`config.mk`:
```
export PLATFORM = sky130hd
export DESIGN_NAME = rmgmt_mem_servicer
export DESIGN_NICKNAME = d
export VERILOG_FILES = /design/src/rtl/rmgmt_mem_pkg.sv /design/src/rtl/rmgmt_mem_servicer.sv
export SDC_FILE = /design/constraint.sdc
export NUM_CORES = 1
export LEC_CHECK = 0
export BUFFER_PORTS_ARGS = -buffer_cell sky130_fd_sc_hd__buf_4
export CORE_AREA = 2 2 122 124
export DETAILED_ROUTE_END_ITERATION = 10
export DIE_AREA = 0 0 124 126
export PLACE_DENSITY = 0.69
export RECOVER_POWER = 25
export SYNTH_ARGS = -nofsm -noshare
export SYNTH_HDL_FRONTEND = slang
export SYNTH_SLANG_ARGS = --single-unit
```
`constraint.sdc`:
```
create_clock -name CLK -period 4.8 [get_ports CLK]
set_input_delay 0 -clock CLK [delete_from_list [all_inputs] [get_ports CLK]]
set_output_delay 0 -clock CLK [all_outputs]
set_load 0.01 [all_outputs]
```
`src/rtl/rmgmt_mem_pkg.sv`:
```
// Shared types and constants for the RISC-MGMT memory servicer.
package rmgmt_mem_pkg;

    // Machine word used on the data bus.
    typedef logic [31:0] word_t;

    // Servicer arbitration / transfer states.
    typedef enum logic [1:0] {
        ST_IDLE      = 2'b00,
        ST_CORE_XFER = 2'b01,
        ST_RM_XFER   = 2'b10,
        ST_RM_DONE   = 2'b11
    } rmgmt_mem_state_t;

    // Extension accesses are always full-word.
    localparam logic [3:0] RM_BYTE_EN = 4'hF;

    // An extension request is refused when it is not word aligned or asks
    // for a read and a write at the same time.
    function automatic logic rm_req_illegal(
        input logic [1:0] addr_lsb,
        input logic       ren,
        input logic       wen
    );
        return (addr_lsb != 2'b00) || (ren && wen);
    endfunction

endpackage

```
`src/rtl/rmgmt_mem_servicer.sv`:
```
// Pipeline-side responder for RISC-MGMT memory requests. Shares the single
// data bus between the execute-stage data port and extension loads/stores.
// The core always wins a tie in IDLE; an extension transfer, once issued, is
// never preempted and always runs to bus completion.
module rmgmt_mem_servicer
    import rmgmt_mem_pkg::*;
#(
    parameter int ADDR_W = 32,
    parameter int DATA_W = 32
) (
    input  logic              CLK,
    input  logic              nRST,
    // RISC-MGMT side
    input  logic              rm_req_mem,
    input  logic              rm_mem_ren,
    input  logic              rm_mem_wen,
    input  logic [ADDR_W-1:0] rm_mem_addr,
    input  logic [DATA_W-1:0] rm_mem_store,
    input  logic              rm_flush,
    output logic [DATA_W-1:0] rm_mem_load,
    output logic              rm_mem_busy,
    output logic              rm_mem_done,
    output logic              rm_mem_fault,
    // execute-stage data port
    input  logic              core_ren,
    input  logic              core_wen,
    input  logic [ADDR_W-1:0] core_addr,
    input  logic [DATA_W-1:0] core_wdata,
    input  logic [3:0]        core_byte_en,
    output logic [DATA_W-1:0] core_rdata,
    output logic              core_busy,
    // data bus
    output logic              bus_ren,
    output logic              bus_wen,
    output logic [ADDR_W-1:0] bus_addr,
    output logic [DATA_W-1:0] bus_wdata,
    output logic [3:0]        bus_byte_en,
    input  logic [DATA_W-1:0] bus_rdata,
    input  logic              bus_busy
);

    rmgmt_mem_state_t  state_q, state_d;
    logic [ADDR_W-1:0] addr_q,  addr_d;
    logic [DATA_W-1:0] store_q, store_d;
    logic [DATA_W-1:0] load_q,  load_d;
    logic              ren_q,   ren_d;
    logic              wen_q,   wen_d;
    logic              fault_q, fault_d;
    logic              flush_q, flush_d;

    logic              core_req_s;
    logic              rm_req_s;
    logic              rm_illegal_s;

    assign core_req_s   = core_ren | core_wen;
    assign rm_req_s     = rm_req_mem & (rm_mem_ren | rm_mem_wen) & ~rm_flush;
    assign rm_illegal_s = rm_req_illegal(rm_mem_addr[1:0], rm_mem_ren, rm_mem_wen);

    // State and latched-request registers; reset drops any transfer at once.
    always_ff @(posedge CLK or negedge nRST) begin
        if (!nRST) begin
            state_q <= ST_IDLE;
            addr_q  <= '0;
            store_q <= '0;
            load_q  <= '0;
            ren_q   <= 1'b0;
            wen_q   <= 1'b0;
            fault_q <= 1'b0;
            flush_q <= 1'b0;
        end else begin
            state_q <= state_d;
            addr_q  <= addr_d;
            store_q <= store_d;
            load_q  <= load_d;
            ren_q   <= ren_d;
            wen_q   <= wen_d;
            fault_q <= fault_d;
            flush_q <= flush_d;
        end
    end

    // Next-state: arbitration in IDLE, completion tracking, flush latching.
    always_comb begin
        state_d = state_q;
        addr_d  = addr_q;
        store_d = store_q;
        load_d  = load_q;
        ren_d   = ren_q;
        wen_d   = wen_q;
        fault_d = fault_q;
        flush_d = flush_q;
        case (state_q)
            ST_IDLE: begin
                flush_d = 1'b0;
                if (core_req_s) begin
                    state_d = ST_CORE_XFER;
                end else if (rm_req_s) begin
                    if (rm_illegal_s) begin
                        // Refused without touching the bus; report on the next cycle.
                        state_d = ST_RM_DONE;
                        fault_d = 1'b1;
                    end else begin
                        state_d = ST_RM_XFER;
                        fault_d = 1'b0;
                        addr_d  = rm_mem_addr;
                        store_d = rm_mem_store;
                        ren_d   = rm_mem_ren;
                        wen_d   = rm_mem_wen;
                    end
                end else begin
                    state_d = ST_IDLE;
                end
            end
            ST_CORE_XFER: begin
                if (!bus_busy) begin
                    state_d = ST_IDLE;
                end else begin
                    state_d = ST_CORE_XFER;
                end
            end
            ST_RM_XFER: begin
                if (bus_busy) begin
                    state_d = ST_RM_XFER;
                    // Remember a flush even if it is withdrawn before completion.
                    flush_d = flush_q | rm_flush;
                end else if (flush_q || rm_flush) begin
                    // Bus transfer finished but its result is discarded.
                    state_d = ST_IDLE;
                    flush_d = 1'b0;
                end else begin
                    state_d = ST_RM_DONE;
                    if (ren_q) begin
                        load_d = bus_rdata;
                    end else begin
                        load_d = load_q;
                    end
                end
            end
            ST_RM_DONE: begin
                state_d = ST_IDLE;
            end
            default: begin
                state_d = ST_IDLE;
            end
        endcase
    end

    // Output muxing: bus owner selection, busy/done/fault signalling.
    always_comb begin
        bus_ren      = 1'b0;
        bus_wen      = 1'b0;
        bus_addr     = '0;
        bus_wdata    = '0;
        bus_byte_en  = 4'h0;
        core_rdata   = '0;
        core_busy    = core_req_s;
        rm_mem_busy  = rm_req_mem & (state_q != ST_RM_DONE);
        rm_mem_done  = (state_q == ST_RM_DONE);
        rm_mem_fault = (state_q == ST_RM_DONE) & fault_q;
        rm_mem_load  = load_q;
        case (state_q)
            ST_CORE_XFER: begin
                bus_ren     = core_ren;
                bus_wen     = core_wen;
                bus_addr    = core_addr;
                bus_wdata   = core_wdata;
                bus_byte_en = core_byte_en;
                core_busy   = bus_busy;
                core_rdata  = bus_rdata;
            end
            ST_RM_XFER: begin
                // Driven from latched copies so RM input changes cannot disturb the bus.
                bus_ren     = ren_q;
                bus_wen     = wen_q;
                bus_addr    = addr_q;
                bus_wdata   = store_q;
                bus_byte_en = RM_BYTE_EN;
            end
            ST_IDLE, ST_RM_DONE: begin
                bus_ren = 1'b0;
            end
            default: begin
                bus_ren = 1'b0;
            end
        endcase
    end

endmodule
```
**Word-level counts from Yosys, hierarchy flattened**

Cells that the tools add are included.

- Equal/unequal tests: 5
- Mux-type cells: 18
- Bitwise gates (word level): 12
- Reduce and logical (&&, ||, !) cells: 11

Operators with widths:

| cell | number |
|---|---|
| $pmux 32 s2 | 2 |
| $mux 32 | 1 |
| $mux 2 | 4 |
| $pmux 2 s4 | 1 |
| $pmux 4 s2 | 1 |
| $reduce_and 4->1 | 2 |
| $mux 1 | 6 |
| $not 1->1 | 5 |
| $and 1x1->1 | 4 |
| $eq 2x2->1 const B | 2 |
| $pmux 1 s2 | 2 |
| $reduce_bool 2->1 | 2 |
| $ne 3x3->1 const B | 1 |
| $or 1x1->1 | 3 |
| $pmux 1 s3 | 1 |
| $reduce_and 3->1 | 1 |
| $eq 2x1->1 const B | 1 |
| $logic_not 2->1 | 1 |
| $logic_or 1x1->1 | 2 |
| $ne 2x2->1 const B | 1 |
| $reduce_and 2->1 | 1 |
| $reduce_or 2->1 | 1 |
| $logic_and 1x1->1 | 1 |

- Flip-flop bits (word level): 102
- Bits of input ports: 173
- Output and inout port bits: 138

**Longest topological paths before layout**

- Word-level depth: 6
- Gate-level depth with buffers: 7

**Least setup slack after synthesis**

No wires, ideal clock.

- Path kind: register -> register
- Start: reg state_q[0]
- End: reg addr_q[19]
- Setup time: 0.125 ns
- Arrival time: 2.059 ns
- Required time: 4.675 ns
- Setup slack: 2.617 ns
- Stages on the path, launching flop included: 8
- Buffers on the path: 2
- Clock period less this slack: 2.183 ns
- Path through: dfrtp_1 -> inv_1 -> ha_1 -> or3b_1 -> nor4b_4 -> buf_6 -> buf_6 -> mux2_2

- Longest elaborated chain between the ends: 2

RTL lines:

| item | line | source |
|---|---|---|
| start: declaration | rmgmt_mem_servicer.sv:42 | `rmgmt_mem_state_t state_q, state_d;` |
| start signal: assignment | rmgmt_mem_servicer.sv:71 | `state_q <= state_d;` |
| $logic_not 2->1 | rmgmt_mem_servicer.sv:92 | `case (state_q)` |
| $reduce_and 4->1 (no source line) | -- |  |
| end signal: assignment | rmgmt_mem_servicer.sv:72 | `addr_q <= addr_d;` |
| end: declaration | rmgmt_mem_servicer.sv:43 | `logic [ADDR_W-1:0] addr_q, addr_d;` |

No other way between the ends.
A chain may end at the register's enable or synchronous reset.

==> run summary <==
Top cells by area, synth -> dfrtp_1 49%, mux2_2 21%, a22oi_1 9.4%, nor2b_1 8.8%, and2_1 4.0%
H-tree Lvls -> 3
Slew HR -> -75.7%
CP peak stage delay -> 1.86 ns
Worst path required time -> 5.21 ns
Leakage -> 4.34 nW
Register-to-Register Path Depth -> 6
Fmax -> 0.354 GHz
DRT iter0 DRCs -> 181
Slew Viols, Final -> 50
Avg Inst Size Synth -> 11.8 um2
Initial core utilization -> 36.4%
Setup CP Type -> in -> async
R2R Path End -> addr_q[22]
Die span in x -> 124 um
Post-DRT Antenna Nets -> 0
Overall die height -> 126 um
Max Cap Violations -> 1
DR vias/cell -> 4.86
Most frequent cells in the layout -> 280 x buf_4, 102 x dfrtp_1, 98 x dlygate4sd3_1
# nets final -> 1007
WL/cell -> 16.5 um
Clk_lat worst skew -> 0.34 ns
GRT Total Usage -> 21.1%
Worst endpoint data arrival time -> 3.24 ns
CTS tree -> done
First-pass GRT wire length -> 25900 um
Yosys top cell area share -> 49.0%
Transition time of the tightest slew-check pin -> 2.64 ns
Fin util -> 61.6%
Final period util -> 58.8%
Failing checks -> capacitance limit, slew limit
Drt first pass iters -> 4
Syn. warnings -> 0
DRC viols -> 0
Largest net degree at the start of global routing -> 105
HPWL after detailed placement -> 11500 um
Hold Startpoint -> rm_flush
Routed wire length -> 16800 um
Worst setup SP type -> primary input
Fraction of layout cells with a size suffix above 1 -> 47.5%
Cell type with the largest total area after synthesis -> dfrtp_1
Crit. End Element -> async pin
Crit path cell chain -> dlygate4sd3_1 -> clkbuf_1 -> buf_4
Setup Buffers After CTS -> 0
Antenna diodes -> 0
Crit path max fanout -> 54
Top delay family on crit path -> buffers and inverters
R2r setup slk -> 2.26 ns
Critical path origin -> nRST
Status -> finished with violations
Area Overhead vs Synth -> 69.5%
CTS sink count -> 102
Final setup viols -> 0
Worst R2R Start -> state_q[1]
CTS buffer count -> 9
Slowest CP cell -> clkbuf_1
Setup Skew -> 0.00578 ns
Mapped Nets -> 620
I/O pin total -> 311
Min-Delay Endpoint -> state_q[0]
Worst min-delay path class -> in -> reg
Peak supply drop -> 0.273 mV
Yosys reg bits -> 102
Max Buffers Root-to-Sink -> 2
RD Place Congestion -> 0.768
Post-CTS sizing -> 0
Commonest non-fill, non-tap cell in the layout -> buf_4
Core ar. -> 0.0143 mm2
Hold Vio Cnt, Final -> 0
Total negative setup slack -> 0 ns
Post-synthesis cell count -> 442
Vias -> 4947
Initial antenna violation count -> 0
RSZ-0062 raised after global routing -> false
Final min period -> 2.82 ns
Reg clk slew, reported paths -> 0.06 ns
Filler cells -> 1186
Cell Area, Synth -> 0.00521 mm2
# rows -> 44
Hold Path Stages -> 4
Root buffer cell -> clkbuf_16
Sequential area share after synthesis -> 49.0%
I/O Buffers -> 310
Die area -> 0.0156 mm2
Grt ovf -> 0
Synth cell types -> 26
Power Density -> 375 mW/mm2
Worst Path Buf+Inv -> 3
Number of global-route vias before repair -> 5267
==> area by class of cell <==
| type | count | area [um2] | area share (%) |
|---|---|---|---|
| timing repair buffer | 413 | 3210 | 36.4 |
| sequential | 102 | 2550 | 28.9 |
| multi-input combinational | 298 | 2480 | 28.1 |
| clock buffer | 11 | 243 | 2.75 |
| tap | 184 | 230 | 2.61 |
| clock inverter | 5 | 82.6 | 0.936 |
| inverter | 5 | 18.8 | 0.213 |
==> tightest hold or removal path, cell delays in order <==
cell	delay [ns]
buf_4	0.11
nor2_1	0.06
nand3_1	0.08
a2bb2oi_1	0.07
==> timing repair <==
item | 4_1_cts | 5_1_grt
hold buffers | 98 | 0
setup endpoints to repair | 0 | 0
hold endpoints to repair | 147 | 0
==> worst max-delay path by stage <==
stage / to / slack (ns) / cells past startpoint
finish: store_q[30] / 1.98 / 3
global route: rm_mem_load[21] / 1.34 / 3
CTS: addr_q[18] / 2.26 / 6
detailed placement: addr_q[22] / 2.27 / 6
global placement: addr_q[14] / 2.38 / 6
floorplan: addr_q[19] / 2.62 / 7
==> synthesized netlist by cell type <==
cell type,count
a21oi_1,6
inv_1,5
buf_2,6
o21ba_2,1
nand2_1,3
o32ai_1,1
mux2i_1,1
nor4b_4,1
nor3_1,3
nor2b_1,73
ha_1,5
nor4_1,1
mux2_2,95
a2bb2oi_1,1
buf_6,4
and2_1,33
o21ai_0,2
nand2b_1,2
buf_1,2
a211oi_1,1
nand3_1,1
clkbuf_1,25
nor2_1,2
or3b_1,1
a22oi_1,65
dfrtp_1,102
==> power breakdown <==
group          total (mW)  internal (mW)  switching, mW  leakage (nW)
logic                1.49          0.799          0.689          2.80
clock network       0.778          0.472          0.306         0.160
registers            1.04          0.969         0.0702          1.38
total                3.31           2.24           1.07          4.34
==> per-layer routing <==
metal,vias up,GRT usage (%),routed length (um)
met4,0,5.42,325
li1,2333,-,-
met5,-,0,0
met2,207,39.0,8760
met1,2383,23.6,6580
met3,24,5.53,1090
==> kinds of logic after synthesis <==
| kind of cell | count (synthesis) | share of synthesized area (%) |
|---|---|---|
| compound gates | 77 | 10.8 |
| fa+ha+maj | 5 | 1.20 |
| buf+inv | 42 | 3.75 |
| flops | 102 | 49.0 |
| mux | 96 | 20.7 |
| simple gates | 120 | 14.5 |
==> sequential cells by signal, summed over array words and instances (netlist names) <==
| register | flops |
|---|---|
| fault_q | 1 |
| addr_q | 32 |
| flush_q | 1 |
| ren_q | 1 |
| store_q | 32 |
| state_q | 2 |
| rm_mem_load | 32 |
| wen_q | 1 |
==> through the flow <==
stage               setup WS (ns)  instances  instance area [um2]  hold WS (ns)  power [mW]
floorplan                    2.62        442                 5210        -0.296        1.80
global placement             2.38        904                 7650        0.0437        2.45
detailed placement           2.27        904                 7650        0.0649        2.48
CTS                          2.26       1018                 8950      0.000778        3.35
global route                 1.34       1018                 8820        0.0124        3.53
finish                       1.98       1018                 8820        0.0231        3.31
No activity file was read; power rests on OpenSTA's default activity.
